==> config.mk <==
export PLATFORM = sky130hd
export DESIGN_NAME = lfsr_gen
export DESIGN_NICKNAME = d
export VERILOG_FILES = /design/src/rtl/lfsr_pkg.sv /design/src/rtl/lfsr_next_state.sv /design/src/rtl/lfsr_gen.sv
export SDC_FILE = /design/constraint.sdc
export NUM_CORES = 1
export LEC_CHECK = 0
export ABC_AREA = 1
export CAP_MARGIN = 30
export CORE_AREA = 4 4 59 61
export DETAILED_ROUTE_END_ITERATION = 12
export DIE_AREA = 0 0 63 65
export PLACE_DENSITY_LB_ADDON = 0.05
export SLEW_MARGIN = 40
export SYNTH_ARGS = -nofsm -noshare
export SYNTH_HDL_FRONTEND = slang
export SYNTH_HIERARCHICAL = 1
export SYNTH_SLANG_ARGS = --single-unit
==> constraint.sdc <==
create_clock -name clk -period 4.3 [get_ports clk]
set_input_delay 0.43 -clock clk [delete_from_list [all_inputs] [get_ports clk]]
set_output_delay 0.43 -clock clk [all_outputs]
set_load 0.05 [all_outputs]
==> src/rtl/lfsr_pkg.sv <==
// rtl/lfsr_pkg.sv - shared mode encodings and default LFSR constants
//
// Purpose: mode encoding for lfsr_gen and default Fibonacci taps, Galois
// polynomials and seeds for common register widths. Tap masks use the
// shift-left form, where bit i set XORs state[i] into the new bit 0.
// Galois polynomials list only the low terms; x^WIDTH is implied.
// Each width uses the same primitive polynomial in both modes, so both
// modes produce maximal-length sequences.
package lfsr_pkg;

  typedef enum logic {
    MODE_FIB = 1'b0,
    MODE_GAL = 1'b1
  } lfsr_mode_e;

  // x^5 + x^3 + 1
  localparam logic [4:0]  LFSR5_FIB_TAPS  = 5'b10100;
  localparam logic [4:0]  LFSR5_GAL_POLY  = 5'b01001;
  localparam logic [4:0]  LFSR5_SEED      = 5'b00001;

  // x^8 + x^6 + x^5 + x^4 + 1
  localparam logic [7:0]  LFSR8_FIB_TAPS  = 8'b1011_1000;
  localparam logic [7:0]  LFSR8_GAL_POLY  = 8'b0111_0001;
  localparam logic [7:0]  LFSR8_SEED      = 8'h01;

  // x^16 + x^15 + x^13 + x^4 + 1
  localparam logic [15:0] LFSR16_FIB_TAPS = 16'hD008;
  localparam logic [15:0] LFSR16_GAL_POLY = 16'hA011;
  localparam logic [15:0] LFSR16_SEED     = 16'h0001;

  // x^32 + x^22 + x^2 + x + 1
  localparam logic [31:0] LFSR32_FIB_TAPS = 32'h8020_0003;
  localparam logic [31:0] LFSR32_GAL_POLY = 32'h0040_0007;
  localparam logic [31:0] LFSR32_SEED     = 32'h0000_0001;

endpackage

==> src/rtl/lfsr_next_state.sv <==
// rtl/lfsr_next_state.sv - combinational LFSR next-state function
//
// Purpose: computes one LFSR step in either Fibonacci or Galois form.
// Ports:
//   state  in   WIDTH  current register state
//   mode   in   1      MODE_FIB or MODE_GAL
//   next   out  WIDTH  state after one step
module lfsr_next_state
  import lfsr_pkg::*;
#(
  parameter int unsigned      WIDTH    = 5,
  parameter logic [WIDTH-1:0] FIB_TAPS = LFSR5_FIB_TAPS,
  parameter logic [WIDTH-1:0] GAL_POLY = LFSR5_GAL_POLY
) (
  input  logic [WIDTH-1:0] state,
  input  lfsr_mode_e       mode,
  output logic [WIDTH-1:0] next
);

  logic [WIDTH-1:0] fib_next;
  logic [WIDTH-1:0] gal_next;

  // Fibonacci: parity of the tapped bits shifts in at the bottom.
  assign fib_next = {state[WIDTH-2:0], ^(state & FIB_TAPS)};

  // Galois: the bit shifted out of the top folds back through the polynomial.
  assign gal_next = {state[WIDTH-2:0], 1'b0} ^ (state[WIDTH-1] ? GAL_POLY : '0);

  assign next = (mode == MODE_GAL) ? gal_next : fib_next;

endmodule

==> src/rtl/lfsr_gen.sv <==
// rtl/lfsr_gen.sv - Fibonacci/Galois LFSR with period measurement
//
// Purpose: WIDTH-bit LFSR that steps on en, reloads on load, and measures
// the number of steps taken to return to the reference seed.
// Ports:
//   clk      in   1      clock, rising edge
//   rst      in   1      synchronous active-high reset
//   en       in   1      advance one step
//   load     in   1      load seed_in (wins over en)
//   seed_in  in   WIDTH  seed for load; zero is replaced by SEED
//   mode     in   1      0 = Fibonacci, 1 = Galois
//   out      out  WIDTH  current state
//   bit_out  out  1      serial output, out[WIDTH-1]
//   wrap     out  1      pulse: state has returned to the reference seed
//   lockup   out  1      pulse: an all-zero seed was rejected
//   period   out  WIDTH  step count of the last completed cycle
module lfsr_gen
  import lfsr_pkg::*;
#(
  parameter int unsigned      WIDTH    = 5,
  parameter logic [WIDTH-1:0] FIB_TAPS = LFSR5_FIB_TAPS,
  parameter logic [WIDTH-1:0] GAL_POLY = LFSR5_GAL_POLY,
  parameter logic [WIDTH-1:0] SEED     = LFSR5_SEED
) (
  input  logic             clk,
  input  logic             rst,
  input  logic             en,
  input  logic             load,
  input  logic [WIDTH-1:0] seed_in,
  input  logic             mode,
  output logic [WIDTH-1:0] out,
  output logic             bit_out,
  output logic             wrap,
  output logic             lockup,
  output logic [WIDTH-1:0] period
);

  localparam logic [WIDTH-1:0] ONE = {{(WIDTH-1){1'b0}}, 1'b1};

  logic [WIDTH-1:0] state_q,  state_d;
  logic [WIDTH-1:0] ref_q,    ref_d;
  logic [WIDTH-1:0] cnt_q,    cnt_d;
  logic [WIDTH-1:0] period_q, period_d;
  logic             wrap_q,   wrap_d;
  logic             lockup_q, lockup_d;

  logic [WIDTH-1:0] raw_next;
  logic [WIDTH-1:0] step_next;

  lfsr_next_state #(
    .WIDTH    (WIDTH),
    .FIB_TAPS (FIB_TAPS),
    .GAL_POLY (GAL_POLY)
  ) u_next (
    .state (state_q),
    .mode  (lfsr_mode_e'(mode)),
    .next  (raw_next)
  );

  // With a badly chosen tap mask a nonzero state could step to zero and
  // stall forever; fall back to SEED so the all-zero state stays unreachable.
  assign step_next = (raw_next == '0) ? SEED : raw_next;

  always_comb begin
    state_d  = state_q;
    ref_d    = ref_q;
    cnt_d    = cnt_q;
    period_d = period_q;
    wrap_d   = 1'b0;
    lockup_d = 1'b0;
    if (load) begin
      cnt_d = '0;
      if (seed_in != '0) begin
        state_d = seed_in;
        ref_d   = seed_in;
      end else begin
        state_d  = SEED;
        ref_d    = SEED;
        lockup_d = 1'b1;
      end
    end else if (en) begin
      state_d = step_next;
      if (step_next == ref_q) begin
        // Returning to the reference seed closes a cycle; this step counts.
        wrap_d   = 1'b1;
        period_d = cnt_q + ONE;
        cnt_d    = '0;
      end else begin
        cnt_d = cnt_q + ONE;
      end
    end
  end

  always_ff @(posedge clk) begin
    if (rst) begin
      state_q  <= SEED;
      ref_q    <= SEED;
      cnt_q    <= '0;
      period_q <= '0;
      wrap_q   <= 1'b0;
      lockup_q <= 1'b0;
    end else begin
      state_q  <= state_d;
      ref_q    <= ref_d;
      cnt_q    <= cnt_d;
      period_q <= period_d;
      wrap_q   <= wrap_d;
      lockup_q <= lockup_d;
    end
  end

  assign out     = state_q;
  assign bit_out = state_q[WIDTH-1];
  assign wrap    = wrap_q;
  assign lockup  = lockup_q;
  assign period  = period_q;

endmodule

==> impl_summary.txt <==
----------------------------------------------------
[Status]
  Outcome ... finished clean

[Run]
  # Max-Cap Violations ... 0

[CTS]
  Number of clock buffers inserted by TritonCTS ... 3
  Maximum level of the CTS H-tree ... 1
  Worst-path clk slew ... 0.12 ns
  CTS Hold Bufs ... 0
  Number of buffers inserted to repair setup after CTS ... 0
  Clock latency on the worst-skew pair ... 0.30 ns
  Number of sinks on the clock net ... 22
  Number of gates resized after cts ... 0
  Number of buffers on the longest clock path ... 2
  Root Buffer ... clkbuf_4
  CTS tree ... built

[Power]
  Power consumption ... 0.416 mW
  Power Density ... 287 nW/um^2
  Worst vdd rail ir drop ... 0.105 mV
  Leak pwr ... 0.663 nW

[Critical path]
  Largest driver fanout on the critical path ... 7
  Slowest cell on crit path ... clkdlybuf4s50_1
  Crit path buffers/inverters ... 1
  Arr. time, crit path ... 1.68 ns
  Data required time at the worst endpoint ... 3.87 ns
  Delay of the slowest cell on the worst path ... 0.87 ns
  Critical path, cell by cell ... clkdlybuf4s50_1
  Worst setup path category ... register to output port
  Cell family with the largest share of critical-path delay ... buffers and inverters
  Setup crit end kind ... output port
  Category of the worst setup path launch point ... register

[Floorplan]
  Height of the die ... 65 um
  Area of the die ... 4100 um^2
  Initial standard-cell utilization of the core ... 0.404
  Number of standard-cell rows in the floorplan ... 20
  Die Width ... 63 um
  CORE AREA ... 2980 um^2
  Number of I/O pins ... 23

[Synthesis]
  Area share of the leading cell type in the synthesized netlist ... 0.366
  Mapped Cells ... 178
  Library cells used by synthesis ... 26
  Per-instance average area after synthesis ... 6.76 um^2
  Net Count, Synth ... 189
  Part of the Yosys area used for sequential elements ... 0.366
  Area of the mapped netlist ... 1200 um^2
  Synthesis warning total ... 6
  Synthesis-stage register bit count ... 22
  Yosys top cell by area ... dfxtp_1
  Area contributors post-synth ... dfxtp_1, nand2_1, inv_1

[STA]
  Post-Route Skew ... 0.00664 ns
  Final Hold Violating Endpoints ... 0
  Final setup violation count ... 0
  Setup repair after global routing missed its margin ... false
  Slew at the pin closest to its max-slew limit ... 0.514 ns
  Peak Freq ... 474 MHz
  Total Negative Setup Slacks ... 0 ns
  Count of final max-slew check failures ... 0
  Final Critical Period ... 2.11 ns
  Rel. slew slack ... 0.656
  Final worst-path cycle share ... 0.491

[Detailed routing]
  Number of nets with antenna violations after detailed routing ... 0
  Detailed-route vias per instance ... 4.71
  Detailed-route wire length per cell ... 11.6 um
  Vias after detailed routing ... 1,084
  DRC violation total after the first TritonRoute iteration ... 76
  Wire length reported by the detailed router ... 2680 um
  DRC violation count after routing ... 0
  DR pass1 iterations ... 4

[Global routing]
  Global route total overflow ... 0
  Pin count of the biggest net entering global routing ... 13
  Global-route wire length before repair ... 4870 um
  Number of antenna violations at the first check in global routing ... 0
  Global-route usage over all layers ... 0.149
  Via count of the first global-routing pass ... 1,014

[Final layout]
  Filler-free cell count of the finished design ... 230
  Layout cell share with drive strength beyond 1 ... 0.0914
  Net count reported at finish ... 210
  Commonest cells after routing, fill and taps aside ... nand2_1, inv_1, dfxtp_1, clkdlybuf4s50_1, nor2_1
  Synth-to-layout area growth ... 20.4%
  Inserted Diodes ... 0
  Most common library cell in the layout ignoring fill and taps ... nand2_1

[Place]
  Number of placed instances, taps included ... 227
  Detailed placement HPWL ... 1980 um
  Routability Congestion ... 0.847
  Buffers added on ports ... 22

[Min path]
  Worst hold path type ... register to register

----------------------------------------------------
## cell families (layout without fill, tap and decap cells)
kind of cell / count (synthesis) / count (layout) / share of synthesized area
AO/OA/AOI/OAI: 14 / 14 / 0.0686
XOR/XNOR: 4 / 4 / 0.0291
adder cells (fa/ha/maj): 1 / 1 / 0.0104
buffers and inverters: 36 / 55 / 0.126
flip-flops: 22 / 22 / 0.366
AND/OR/NAND/NOR: 101 / 101 / 0.400
## power by group
part | total (mW) | internal [mW] | leakage [nW] | switching [mW]
combinational | 0.102 | 0.0361 | 0.469 | 0.0657
sequential | 0.221 | 0.212 | 0.180 | 0.00862
clock | 0.0941 | 0.0327 | 0.0138 | 0.0614
## synth_stat cells (all sizes together)
cell / instances
a21oi: 5
a31oi: 3
buf: 5
clkbuf: 1
clkinv: 2
dfxtp: 22
ha: 1
inv: 28
nand2: 65
nand3: 8
nand4: 3
nor2: 24
nor3: 1
o21ai: 2
o22ai: 4
xnor2: 2
xor2: 2
## final timing paths
check,from,end,slack (ns),cells after the start
max,out[1],out[1],2.19,1
min,cnt_q[4],cnt_q[4],0.49,2
max reg2reg,out[4],period[0],2.70,13
min reg2reg,cnt_q[4],cnt_q[4],0.49,2
## state kept, by name, summed over array words and instances (netlist names)
register	count
wrap	1
ref_q	5
lockup	1
cnt_q	5
period	5
out	5
## cell type report
| cell class | instances | area (um^2) |
|---|---|---|
| clock buffer | 3 | 22.5 |
| fill | 333 | 1530 |
| inverter | 30 | 113 |
| multi-input combinational | 120 | 612 |
| sequential | 22 | 440 |
| tap | 33 | 41.3 |
| timing repair buffer | 22 | 220 |
## metal layers
metal | global-route usage | part of all wire | wire length, um | vias up
met1 | 0.209 | 0.53 | 1410 | 476
li1 | - | - | - | 579
met2 | 0.228 | 0.41 | 1110 | 25
met5 | 0 | 0 | 0 | -
met3 | 0.0277 | 0.045 | 120 | 4
met4 | 0.0468 | 0.014 | 37 | 0
## metrics by stage
step	setup slack, ns	instance area (um^2)	utilization	hold WS (ns)
floorplan	2.53	1200	-	0.457
global placement	2.30	1430	0.479	0.467
detailed placement	2.25	1430	0.479	0.478
CTS	2.20	1450	0.487	0.497
global route	2.13	1450	0.487	0.532
finish	2.19	1450	0.487	0.494
No activity file was read; power rests on OpenSTA's default activity.
